## src/rtl/pipeline_hazard_controller.sv

```systemverilog
// Hazard sequencing for the 5-stage PPU: forwarding, load-use and HI/LO stalls, PC-select gating.
// Optional STALL_COUNTERS_EN adds saturating stall_cnt / md_stall_cnt performance counters.
module pipeline_hazard_controller #(
    parameter int MD_LATENCY = 8,
    parameter int CNT_W      = 16
) (
    input  logic       clk,
    input  logic       reset,
    input  logic [4:0] id_rs,
    input  logic [4:0] id_rt,
    input  logic       id_use_rs,
    input  logic       id_use_rt,
    input  logic       id_hilo_use,
    input  logic       id_b_instr,
    input  logic       id_ta_instr,
    input  logic       id_branch_taken,
    input  logic [4:0] ex_rd,
    input  logic [4:0] mem_rd,
    input  logic [4:0] wb_rd,
    input  logic       ex_rf_en,
    input  logic       mem_rf_en,
    input  logic       wb_rf_en,
    input  logic       ex_load_instr,
    input  logic       ex_md_start,
    output logic [1:0] fwd_a_sel,
    output logic [1:0] fwd_b_sel,
    output logic       pc_ld,
    output logic       if_id_ld,
    output logic       id_ex_bubble,
    output logic       pc_sel_target,
    output logic       md_busy,
    output logic       md_done
`ifdef STALL_COUNTERS_EN
    ,
    output logic [CNT_W-1:0] stall_cnt,
    output logic [CNT_W-1:0] md_stall_cnt
`endif
);

    typedef enum logic [1:0] {
        RUN,
        LOAD_STALL,
        MD_WAIT
    } state_t;

    state_t     state;
    logic [4:0] md_count;
    logic       lu_hz;
    logic       md_hz;
    logic       stall;

    function automatic logic [1:0] fwd_of(
        input logic [4:0] r,
        input logic [4:0] e,
        input logic [4:0] m,
        input logic [4:0] w,
        input logic       ee,
        input logic       me,
        input logic       we
    );
        if (r == 5'd0) return 2'b00;
        if (ee && e == r) return 2'b01;
        if (me && m == r) return 2'b10;
        if (we && w == r) return 2'b11;
        return 2'b00;
    endfunction

    assign md_done = md_busy && (md_count == 5'd0);

    assign lu_hz = ex_load_instr && ex_rf_en && (ex_rd != 5'd0) &&
                   ((id_use_rs && id_rs == ex_rd) ||
                    (id_use_rt && id_rt == ex_rd));

    assign md_hz = id_hilo_use && md_busy;

    // The cycle after a load stall never stalls: EX holds a bubble then.
    assign stall = reset || (state == MD_WAIT) ||
                   ((state == RUN) && (md_hz || lu_hz));

    assign pc_ld         = ~stall;
    assign if_id_ld      = ~stall;
    assign id_ex_bubble  = stall;
    assign pc_sel_target = (id_ta_instr || (id_b_instr && id_branch_taken))
                           && ~stall;

    assign fwd_a_sel = reset ? 2'b00 :
        fwd_of(id_rs, ex_rd, mem_rd, wb_rd, ex_rf_en, mem_rf_en, wb_rf_en);
    assign fwd_b_sel = reset ? 2'b00 :
        fwd_of(id_rt, ex_rd, mem_rd, wb_rd, ex_rf_en, mem_rf_en, wb_rf_en);

    always_ff @(posedge clk or posedge reset) begin
        if (reset) begin
            state <= RUN;
        end else begin
            case (state)
                RUN: begin
                    if (md_hz)
                        state <= md_done ? RUN : MD_WAIT;
                    else if (lu_hz)
                        state <= LOAD_STALL;
                end
                LOAD_STALL: state <= RUN;
                MD_WAIT: begin
                    if (md_done)
                        state <= RUN;
                end
                default: state <= RUN;
            endcase
        end
    end

    // A start while busy is dropped; HI/LO serves one operation at a time.
    always_ff @(posedge clk or posedge reset) begin
        if (reset) begin
            md_busy  <= 1'b0;
            md_count <= 5'd0;
        end else if (md_busy) begin
            if (md_count == 5'd0)
                md_busy <= 1'b0;
            else
                md_count <= md_count - 5'd1;
        end else if (ex_md_start) begin
            md_busy  <= 1'b1;
            md_count <= 5'(MD_LATENCY - 1);
        end
    end

`ifdef STALL_COUNTERS_EN
    always_ff @(posedge clk or posedge reset) begin
        if (reset) begin
            stall_cnt    <= '0;
            md_stall_cnt <= '0;
        end else begin
            if (stall && stall_cnt != '1)
                stall_cnt <= stall_cnt + 1'b1;
            if (state == MD_WAIT && md_stall_cnt != '1)
                md_stall_cnt <= md_stall_cnt + 1'b1;
        end
    end
`endif

endmodule
```

## config.mk

```make
export PLATFORM = sky130hd
export DESIGN_NAME = pipeline_hazard_controller
export DESIGN_NICKNAME = d
export VERILOG_FILES = /design/src/rtl/pipeline_hazard_controller.sv
export SDC_FILE = /design/constraint.sdc
export NUM_CORES = 1
export LEC_CHECK = 0
export ABC_AREA = 0
export CAP_MARGIN = 20
export CORE_AREA = 10 10 59 61
export DETAILED_ROUTE_END_ITERATION = 8
export DIE_AREA = 0 0 69 71
export PLACE_DENSITY = 0.74
export SYNTH_ARGS = -nofsm -noshare
export SYNTH_HDL_FRONTEND = slang
export SYNTH_SLANG_ARGS = --single-unit
```

## constraint.sdc

```tcl
create_clock -name clk -period 2.2 [get_ports clk]
set_input_delay 0.44 -clock clk [delete_from_list [all_inputs] [get_ports clk]]
set_output_delay 0.44 -clock clk [all_outputs]
set_load 0.05 [all_outputs]
```

==> results of run 1 <==
-- worst max path at each step --
stage | startpoint | endpoint | slack (ns) | cells after the start
finish | id_rs[1] | fwd_a_sel[1] | -0.03 | 7
global route | id_rs[2] | fwd_a_sel[1] | -0.10 | 8
CTS | ex_rd[0] | id_ex_bubble | -0.03 | 7
detailed placement | ex_rd[2] | id_ex_bubble | -0.50 | 7
global placement | ex_rd[2] | id_ex_bubble | -0.48 | 7
floorplan | ex_rd[0] | pc_ld | -0.07 | 6
-- kinds of logic after synthesis --
kind of cell | Yosys count | synth area share, %
AO/OA/AOI/OAI | 18 | 12.90
XOR/XNOR | 30 | 30.43
adder cells (fa/ha/maj) | 2 | 2.898
buffers and inverters | 5 | 2.609
flip-flops | 8 | 23.19
AND/OR/NAND/NOR | 44 | 27.97
-- layer usage --
layer  vias up  part of all wire (%)  track usage (%)
met5         -                     0                0
met1       491                    43            15.54
met2        34                    53            24.49
met4         0                  0.56            3.356
li1        503                     -                -
met3         2                   3.7            2.510
-- cell type report --
class | instances | area share, %
Sequential cell | 8 | 11.82
Multi-Input combinational cell | 94 | 46.97
Tap cell | 30 | 2.216
Inverter | 4 | 0.8863
Timing Repair Buffer | 62 | 36.78
Clock buffer | 3 | 1.329
-- sequential cells by signal, indices dropped and copies added (netlist names) --
register	cells
state	2
md_count	5
md_busy	1
-- layout by cell type, fill, tap and decap left out, types with 3 or more instances in the layout --
cell | netlist | final
xnor2_1 | 10 | 9
xor2_2 | 0 | 4
dlygate4sd2_1 | 0 | 3
nor2_2 | 0 | 3
xor2_1 | 20 | 16
nor3_4 | 0 | 3
buf_2 | 0 | 11
nor2_1 | 10 | 7
nor4_1 | 5 | 3
nand3_1 | 3 | 3
a21oi_1 | 7 | 5
clkdlybuf4s50_1 | 0 | 10
nor3_1 | 6 | 3
buf_12 | 0 | 8
buf_4 | 1 | 13
inv_1 | 4 | 4
buf_6 | 0 | 10
dfrtp_1 | 8 | 8
clkbuf_4 | 0 | 3
nand2_1 | 4 | 4
-- metrics by stage --
stage	instances	utilization [%]
after CTS	200	68.13
after global routing	201	70.96
after detailed placement	193	65.09
final	201	70.96
after global placement	193	65.09
after floorplan	107	-
-- repair_timing --
action	4_1_cts	5_1_grt
resized for setup	116	26
cloned	0	0
endpoints found under the setup margin	8	8
pin swaps	22	15
hold endpoints to repair	0	0
buffers inserted	4	1
-- worst max-delay path, delay by kind of cell --
family	cells	cell delay, ns
buffers and inverters	4	0.55
AND/OR/NAND/NOR	1	0.53
AO/OA/AOI/OAI	2	0.27
-- power groups by stage --
| stage | registers (W) | logic (W) | clock network [W] |
|---|---|---|---|
| after floorplan | 0.000284 | 0.000290 | 0 |
| after global placement | 0.000266 | 0.000519 | 0 |
| after detailed placement | 0.000271 | 0.000535 | 0 |
| after CTS | 0.000268 | 0.000539 | 0.000114 |
| after global routing | 0.000282 | 0.000604 | 0.000123 |
| final | 0.000270 | 0.000554 | 0.000111 |
==> summary.txt, run 1 <==
Place
  – Hpwl dp: about 2800 um
  – Post-Place Worst Slack: -0.4960 ns
  – Port bufs: 47
  – DP Area: approximately 0.0016 mm2
  – Placer Congestion: about 0.93

Die
  – Core box area: roughly 0.0024 mm2
  – Number of cell rows: 18
  – Die H: about 71 um
  – Die Footprint: between 0.004 and 0.005 mm2
  – I/O pin cnt: 48
  – Die Span X: 69 um
  – Starting Density: around 36%

Min path
  – Hold depth: 1
  – Hold Crit Class: flop to flop
  – Worst Hold End: md_count[0]$_DFFE_PP0P_
  – Hold_sp: md_count[0]$_DFFE_PP0P_

Synth
  – Top post-synthesis cells by area: dfrtp_1 (23%), xor2_1 (20%), xnor2_1 (10%)
  – Post-synth top area cell: dfrtp_1
  – Post-synth top cells: xor2_1 (20), nor2_1 (10), xnor2_1 (10), dfrtp_1 (8), a21oi_1 (7)
  – Fraction of registers with async set/reset: between 90% and 100%
  – Post-synthesis sequential area ratio: 23.19%
  – Synth unique cells: 26
  – Number of flops mapped to enable cells by yosys: 0
  – Post-synth top area share: 23.19%
  – Syn_nets: around 150
  – Synth Warn #: 0
  – Most used DFF post-synth: dfrtp_1
  – Mapped cell area: roughly 860 um2
  – Register bit count reported by yosys: 8
  – Average size of a mapped cell: between 8 and 9 um2
  – Synthesized netlist cell count: 107
  – Most frequent cell after synthesis: xor2_1

Routing
  – Via count: just over 1000
  – Antenna Nets Post-Route: 0
  – Iteration-0 DRC Markers: 38
  – 1st-pass router iterations: 4
  – WL per Instance: about 17 um
  – WL final: 3398 um
  – DR vias/cell: a little over 5
  – Drc violations: 0

Clocking
  – CTS Root Cell: clkbuf_4
  – Worst-skew pair later-pin latency: 0.26 ns
  – TritonCTS buffer count: 3
  – Htree depth: 1
  – Hold Buf Count CTS: 0
  – CTS max path bufs: 2
  – CTS sink count: 8
  – Clk pin slew, worst setup/hold paths: 0.05 ns
  – CTS tree: done

Pwr
  – NetSw: between 0.0004 and 0.0005 W
  – Power Internal: 0.0005206 W
  – Clock network power share: about an eighth
  – Power Density: ~550 mW/mm2
  – Total power: 0.0009346 W
  – Comb pwr share: about 60%
  – Sequential Power Share: 28.9%
  – Leak: roughly 0.72 nW
  – Sw Ratio: 44.29%
  – VDD IR max: about 0.56 mV

Worst setup path
  – Max FO, Critical Path: 3
  – FF-to-FF path depth: 5
  – Crit-path slowest cell: or4_1
  – CP peak stage delay: 0.53 ns
  – Worst path cell trace: buf_8, buf_4, or4_1, o21ai_1, buf_4, a211oi_4, buf_12
  – Critical path's most frequent cell: buf_4
  – Req. time, crit path: ~1.8 ns
  – Crit start category: input port
  – CP Capture Type: output port
  – Critical R2R Capture: md_count[3]$_DFFE_PP0P_
  – Crit path DAT: 1.79 ns
  – Worst reg2reg setup slack: 0.75 ns
  – Kind of critical path: input port to output port
  – Reg2Reg Launch Point: md_count[0]$_DFFE_PP0P_

Global routing
  – Global-route wire length before repair: 5582 um
  – Largest net degree at the start of global routing: 10
  – Gr usage total: a little over an eighth
  – Vias in the first global route: around 1100
  – Initial antenna violation count: 0
  – Grt ovf: 0

Timing
  – Period Utilization, post-route: 101.4%
  – Crit path time final: about 2.2 ns
  – Clk_skew: approximately 0.0064 ns
  – Fin. Hold Viols: 0
  – Hold WS: 0.5098 ns
  – Slew @ Worst Pin: 0.5048 ns
  – Final setup fails: 4
  – RSZ-0062 raised after global routing: yes
  – Highest Clock Rate: 448.4 MHz
  – Setup_tns: -0.05847 ns
  – Crit path setup slack, layout: -0.03030 ns
  – Final Slew Violations: 0
  – Slew headroom: roughly 66%

Finish
  – Final instance area: around 0.0017 mm2
  – Multi-input logic area: 795.8 um2
  – Area Growth Syn to Fin: 96.23%
  – Nets: about 210
  – Register area: approximately 200 um2
  – Filler cells: between 150 and 200
  – Layout cells sized above 1: between 40 and 50%
  – # diodes: 0

Run status
  – Failing checks: setup timing
  – Run status: finished, violations left

Flow run
  – Max-Cap Viols: 0
(Power assumes the default switching activity.)
==> run 2: changes to the inputs <==
ABC_CLOCK_PERIOD_IN_PS = 2200   (was not set)
==> results of run 2 <==
Final layout, timing and power as in run 1 (identical DEF).
